`src/rtl/gate_selftest_ctrl.sv`:
```
// Truth-table self-test sequencer for a 2-input gate: applies each vector,
// waits for it to settle, compares gate_out with the expected table and logs mismatches.
module gate_selftest_ctrl #(
    parameter int unsigned SETTLE    = 2,
    parameter logic [3:0]  EXP_TABLE = 4'b0111
) (
    input  logic       clk,
    input  logic       reset,
    input  logic       start,
    input  logic       abort,
    input  logic       gate_out,
    output logic       gate_a,
    output logic       gate_b,
    output logic       busy,
    output logic       done,
    output logic       pass,
    output logic [2:0] fail_count,
    output logic [3:0] fail_mask
);

    // state     | meaning
    // ST_IDLE   | waiting for start; gate inputs parked at 0
    // ST_APPLY  | vector vec on the gate inputs, settle timer loaded
    // ST_SETTLE | timer counting down to terminal count with inputs stable
    // ST_CHECK  | gate_out compared against EXP_TABLE[vec]
    // ST_DONE   | one-cycle done pulse, result latched into pass
    typedef enum logic [2:0] {
        ST_IDLE,
        ST_APPLY,
        ST_SETTLE,
        ST_CHECK,
        ST_DONE
    } state_t;

    // Timer is loaded with SETTLE-1 so the SETTLE state spans exactly SETTLE cycles.
    localparam logic [3:0] SETTLE_LOAD = (SETTLE == 0) ? 4'd0 : 4'(SETTLE - 1);

    state_t     state, state_nxt;
    logic [1:0] vec, vec_nxt;
    logic [3:0] cnt, cnt_nxt;
    logic       gate_a_nxt, gate_b_nxt, pass_nxt;
    logic [2:0] fail_count_nxt;
    logic [3:0] fail_mask_nxt;
    logic       mismatch;

    always_ff @(posedge clk) begin
        if (reset) begin
            state      <= ST_IDLE;
            vec        <= 2'd0;
            cnt        <= 4'd0;
            gate_a     <= 1'b0;
            gate_b     <= 1'b0;
            pass       <= 1'b0;
            fail_count <= 3'd0;
            fail_mask  <= 4'd0;
        end else begin
            state      <= state_nxt;
            vec        <= vec_nxt;
            cnt        <= cnt_nxt;
            gate_a     <= gate_a_nxt;
            gate_b     <= gate_b_nxt;
            pass       <= pass_nxt;
            fail_count <= fail_count_nxt;
            fail_mask  <= fail_mask_nxt;
        end
    end

    always_comb begin
        state_nxt      = state;
        vec_nxt        = vec;
        cnt_nxt        = cnt;
        gate_a_nxt     = gate_a;
        gate_b_nxt     = gate_b;
        pass_nxt       = pass;
        fail_count_nxt = fail_count;
        fail_mask_nxt  = fail_mask;
        busy           = 1'b0;
        done           = 1'b0;
        // Case inequality so an X/Z from the gate counts as a failure.
        mismatch       = (gate_out !== EXP_TABLE[vec]);

        case (state)
            ST_IDLE: begin
                if (start && !abort) begin
                    state_nxt      = ST_APPLY;
                    vec_nxt        = 2'd0;
                    fail_count_nxt = 3'd0;
                    fail_mask_nxt  = 4'd0;
                    pass_nxt       = 1'b0;
                    gate_a_nxt     = 1'b0;
                    gate_b_nxt     = 1'b0;
                end
            end
            ST_APPLY: begin
                busy      = 1'b1;
                cnt_nxt   = SETTLE_LOAD;
                state_nxt = (SETTLE == 0) ? ST_CHECK : ST_SETTLE;
            end
            ST_SETTLE: begin
                busy = 1'b1;
                if (cnt == 4'd0) begin
                    state_nxt = ST_CHECK;
                end else begin
                    cnt_nxt = cnt - 4'd1;
                end
            end
            ST_CHECK: begin
                busy = 1'b1;
                if (mismatch) begin
                    fail_mask_nxt = fail_mask | (4'b0001 << vec);
                    if (fail_count < 3'd4) begin
                        fail_count_nxt = fail_count + 3'd1;
                    end
                end
                if (vec == 2'd3) begin
                    state_nxt  = ST_DONE;
                    gate_a_nxt = 1'b0;
                    gate_b_nxt = 1'b0;
                    pass_nxt   = (fail_count_nxt == 3'd0);
                end else begin
                    state_nxt                = ST_APPLY;
                    vec_nxt                  = vec + 2'd1;
                    {gate_a_nxt, gate_b_nxt} = vec + 2'd1;
                end
            end
            ST_DONE: begin
                done      = 1'b1;
                state_nxt = ST_IDLE;
            end
            default: state_nxt = ST_IDLE;
        endcase

        // Abort discards whatever this cycle would have recorded, keeps partial results.
        if (abort && busy) begin
            state_nxt      = ST_IDLE;
            vec_nxt        = vec;
            cnt_nxt        = cnt;
            gate_a_nxt     = 1'b0;
            gate_b_nxt     = 1'b0;
            pass_nxt       = 1'b0;
            fail_count_nxt = fail_count;
            fail_mask_nxt  = fail_mask;
        end
    end

endmodule

```
`config.mk`:
```
export PLATFORM = sky130hd
export DESIGN_NAME = gate_selftest_ctrl
export DESIGN_NICKNAME = d
export VERILOG_FILES = /design/src/rtl/gate_selftest_ctrl.sv
export SDC_FILE = /design/constraint.sdc
export NUM_CORES = 1
export LEC_CHECK = 0
export CORE_MARGIN = 2
export CORE_UTILIZATION = 45
export CTS_CLUSTER_SIZE = 25
export DETAILED_ROUTE_END_ITERATION = 8
export HOLD_SLACK_MARGIN = 0.1
export MAX_ROUTING_LAYER = met4
export PLACE_DENSITY = 0.73
export SYNTH_ARGS = -nofsm -noshare
export SYNTH_HDL_FRONTEND = slang
export SYNTH_SLANG_ARGS = --single-unit
```
`constraint.sdc`:
```
create_clock -name clk -period 1.6 [get_ports clk]
set_input_delay 0.32 -clock clk [delete_from_list [all_inputs] [get_ports clk]]
set_output_delay 0.32 -clock clk [all_outputs]
set_load 0.1 [all_outputs]
```
---- After elaboration in Yosys (flattened, before gate mapping) ----
Cells that the tools add are included.
storage, ports and cells
  bits of input ports ..................... 5
  output and inout bits ................... 12
  register bits after elaboration ......... 19
  word-level logic and storage cells ...... 73
operators by class
  order comparisons ....................... 2
  eq/ne operators ......................... 12
  mux-type cells .......................... 28
  shifts and indexed selects .............. 1
  bitwise logic cells ..................... 2
  reduce and logical (&&, ||, !) cells .... 17
  $add $sub $neg .......................... 3
operators by type and width
  kind                                                                           count
  3-bit 2-to-1 mux                                                               7
  4-bit case mux with 2 select lines                                             2
  4-bit 2-to-1 mux                                                               3
  2-bit != test (second input constant)                                          6
  3-bit case mux with 4 select lines                                             1
  3-bit AND reduction                                                            3
  4-bit AND reduction                                                            2
  1-bit 2-to-1 mux                                                               7
  3-bit by 2-bit equality test with 1-bit output (second input constant)         2
  3-bit zero test                                                                2
  1-bit case mux with 2 select lines                                             3
  3-bit case mux with 2 select lines                                             1
  4-bit zero test                                                                1
  2-bit 2-to-1 mux                                                               2
  4-bit OR                                                                       1
  2-bit case mux with 2 select lines                                             1
  2-bit AND reduction                                                            2
  2-bit nonzero test                                                             2
  1-bit by 2-bit << shifter with 4-bit output (first input constant)             1
  4-bit by 1-bit subtractor with 4-bit output (second input constant)            1
  3-bit by 1-bit adder with 3-bit output (second input constant)                 1
  3-bit by 1-bit equality test with 1-bit output (second input constant)         1
  3-bit equality test (second input constant)                                    1
  2-bit by 3-bit less-than comparator with 1-bit output (second input constant)  1
  10 further kinds                                                               11

---- Longest topological paths before layout ----
  depth after elaboration ................. 8
  mapped depth ............................ 6
  gate-level depth less buffers ........... 6

---- Least setup slack after synthesis ----
No wires, ideal clock.
  path type ............................... register to register
  from .................................... reg state[0]
  to ...................................... reg pass
  clock period less this slack ............ 2.364 ns
  required time ........................... 1.429 ns
  slack ................................... -0.764 ns
  arrival time ............................ 2.193 ns
  setup time .............................. 0.171 ns
  stages on the path, launching flop included .. 6
  path buffers ............................ 1
  path through ............................ dfxtp_1 > buf_4 > nor2_1 > nor2_1 > a21o_1 > o32ai_1
between the ends
  cells in the longest elaborated chain, start to end .. 5
  elaborated cells between the ends (all ways) .. 13
  those cells by class .................... eq/ne: 5; mux: 2; reduce/logical: 6
ends and longest elaborated chain
  what                                                                                                              line  source
  from (decl)                                                                                                       38    state_t state, state_nxt;
  from (signal assigned)                                                                                            57    state <= state_nxt;
  3-bit by 2-bit equality test with 1-bit output or 3-bit by 1-bit equality test with 1-bit output (tied branches)  82    case (state)
  3-bit OR reduction (no line) (*)                                                                                  --
  1-bit 2-to-1 mux (*)                                                                                              82
  named net busy                                                                                                    14    output logic busy,
  1-bit logical AND (*)                                                                                             134   if (abort && busy) begin
  2-bit OR reduction (no line) (*)                                                                                  --
  to (signal assigned)                                                                                              62    pass <= pass_nxt;
  to (decl)                                                                                                         16    output logic pass,
The timed path passes the listed nets; every way through them passes the cells marked *.
A chain may end at the register's enable or synchronous reset.

---- Worst setup path after layout ----
  from .................................... in abort
  to ...................................... reg cnt[3]
between the ends
  cells in the longest elaborated chain, start to end .. 3
ends and longest elaborated chain
  what                           line  source
  from (decl)                    10    input logic abort,
  1-bit logical AND              134
  1-bit NOT (no line)            --
  3-bit AND reduction (no line)  --
  to (signal assigned)           59    cnt <= cnt_nxt;
  to (decl)                      40    logic [3:0] cnt, cnt_nxt;
Every way passes these cells.

==> flow_summary_export.csv <==
group,metric,value,unit
run_status,status,"completed",
yosys,synth_edf_count,0,
setup_path,cp_slowest_stage_delay,520,ps
floorplan,start_util,0.467,
yosys,avgSynthCellArea,9.20,um2
floorplan,chipHeight,51.4,um
power,leakagePower,0.580,nW
sta,tightest_slew,353,ps
setup_path,cp-start-kind,"primary input",
yosys,synth_warnings,0,
layout,layout.cells.non_filler,168,
sta,slew_violations,0,
yosys,yosysMostFrequentCell,"dfxtp_1",
layout,final_nets,153,
placed_design,gp_congestion,0.875,
cts,numCtsBuffers,3,
setup_path,arrival,1720,ps
global_routing,top_usage_layer,"met2",
routing,viasPerCell,5.49,
placed_design,hpwl,1870,um
setup_path,r2r_slack,80,ps
sta,finalClockSkew,0.751,ps
floorplan,fp.coreArea,2170,um2
yosys,syn-cell-area,1010,um2
setup_path,crit_fanout,4,
global_routing,grt_pass1_wl,4000,um
floorplan,die_x,51.4,um
global_routing,grtUsageMet2,0.340,
routing,first_pass_iters,4,
global_routing,antenna_found_initial,0,
sta,final.min_clock_period,1530,ps
routing,wl_per_cell,14.2,um
sta,fin_crit_sh,0.957,
routing,wl,2380,um
sta,setup_viol,0,
yosys,yosys.area.top_type_share,0.376,
yosys,async_reset_ff_frac,0,
sta,hold_viol_final,0,
power,power,0.904,mW
yosys,synth.distinct_cells,40,
cts,cts_hold_buf,0,
cts,clock-sinks,19,
routing,ant_nets,0,
routing,drt_iter0_drc,21,
layout,syn_to_final_growth,46.7,%
yosys,synthTopCellsByArea,"dfxtp_1 38%, ha_1 8.7%, a22o_1 6.9%",
power,irDropWorstVdd,0.433,mV
layout,antenna_cells,0,
yosys,ys.flop_type,"dfxtp_1",
floorplan,die_area,2640,um2
global_routing,use_met3,0.0322,
floorplan,num_rows,17,
run,maxCapViolations,0,
yosys,yosys.area.top_type,"dfxtp_1",
placed_design,numPortBuffers,16,
cts,insertion_delay,290,ps
yosys,ys_seq_area_frac,0.376,
setup_path,end_kind,"register",
sta,max_clock_freq,653,MHz
power,power_density,609,nW/um2
sta,hold_slack,510,ps
yosys,synthCells,110,
yosys,ys_ff_latch,19,
cts,cts_tree,"done",
global_routing,grt_max_degree,11,
worst_hold_path,holdCritPathClass,"register to register",
setup_path,critical_path.cell_chain,"clkdlybuf4s50_1 > or4b_4 > o31ai_4 > o22ai_1 > a22o_1",
cts,h-tree-depth,1,
yosys,synth_commonest_cells,"19 x dfxtp_1, 11 x nor2_1, 8 x a22o_1, 8 x nor3_1, 7 x ha_1",
cts,cts_buffer_depth,2,
cts,clockRootBuffer,"clkbuf_4",
layout,utilization,0.685,
global_routing,met1_usage,0.250,
placed_design,place_inst,162,
global_routing,gr-usage-all-layers,0.206,
global_routing,grt_overflow,0,
setup_path,required,1790,ps
routing,vias,922,
sta,slew-limit-headroom,0.764,
sta,rsz0062_at_grt,"no",
routing,drc,0,
global_routing,grt_pass1_vias,921,
yosys,synth_nets,122,
setup_path,criticalPathCategory,"primary input to register",
floorplan,ioPinCount,17,
cts,path_clk_slew,100,ps
layout,drive_above_1_share,0.350,
setup_path,critical_path.slowest_cell,"or4b_4",
==> sequential cells by signal, indices dropped and copies added (netlist names) <==
signal,count
cnt,4
fail_count,3
fail_mask,4
gate_a,1
gate_b,1
pass,1
state,3
vec,2
==> stage by stage <==
| stage | instance area (um2) | setup TNS [ps] | worst slack, ps |
|---|---|---|---|
| floorplan | 1020 | -17.8 | -17.8 |
| global route | 1490 | 0 | 3.62 |
| finish | 1490 | 0 | 68.3 |
| global placement | 1400 | -2860 | -232 |
| detailed placement | 1400 | -3460 | -283 |
| CTS | 1450 | 0 | 19.0 |
==> placed cells by master, fill, tap and decap left out, types with 2 or more instances in the layout <==
cell / Yosys / layout
a21oi_1: 6 / 6
a22o_1: 8 / 8
buf_12: 0 / 12
buf_4: 1 / 14
clkbuf_4: 0 / 3
clkdlybuf4s50_1: 0 / 4
dfxtp_1: 19 / 13
dfxtp_2: 0 / 5
ha_1: 7 / 7
inv_1: 5 / 5
nand2_1: 3 / 3
nand2b_1: 2 / 2
nor2_1: 11 / 8
nor2_2: 1 / 2
nor2_4: 0 / 2
nor3_1: 8 / 8
nor3b_1: 3 / 2
nor4b_1: 2 / 2
o21ai_0: 2 / 2
o22ai_1: 3 / 2
o31ai_1: 2 / 2
or3_4: 1 / 2
==> report_power, final <==
part / switching (mW) / total [mW] / internal (mW)
combinational: 0.0945 / 0.174 / 0.0799
clock: 0.141 / 0.237 / 0.0968
sequential: 0.0128 / 0.492 / 0.479
total: 0.248 / 0.904 / 0.656
==> worst max-delay path: cells and delay by family <==
kind                   cells  cell delay [ps]
buffers and inverters      1              460
AO/OA/AOI/OAI              3              430
AND/OR/NAND/NOR            1              520
==> per-layer routing <==
metal,vias up,routed length [um]
met5,-,0
met4,0,28
met3,4,73
li1,467,-
met1,429,1060
met2,22,1230
==> area by class of cell <==
cell class                      count  area (um2)
Multi-Input combinational cell     81         618
Sequential cell                    19         390
Fill cell                         175         684
Tap cell                           28        35.0
Clock buffer                        4        26.3
Timing Repair Buffer               31         397
Inverter                            5        18.8
==> worst paths after layout <==
kind / startpoint / end / cells after the start
worst min register to register: cnt[0] / cnt[0] / 2
worst min-delay path: cnt[0] / cnt[0] / 2
worst max register to register: cnt[0] / cnt[2] / 6
worst max-delay path: abort / cnt[3] / 5
==> logic make-up (layout without fill, tap and decap cells) <==
| logic type | Yosys count | count (layout) | synth area share |
|---|---|---|---|
| AND/OR/NAND/NOR | 43 | 43 | 0.248 |
| AO/OA/AOI/OAI | 28 | 28 | 0.210 |
| flip-flops | 19 | 19 | 0.376 |
| buffers and inverters | 10 | 40 | 0.0507 |
| adder cells (fa/ha/maj) | 7 | 7 | 0.0865 |
| XOR/XNOR | 2 | 2 | 0.0173 |
| multiplexers | 1 | 1 | 0.0111 |
==> timing repair <==
item | 4_1_cts | 5_1_grt
cloned | 0 | 0
setup buffers | 0 | 2
pin swaps | 0 | 1
gates resized for setup | 7 | 6
endpoints found under the setup margin | 7 | 10
(Power assumes the default switching activity.)
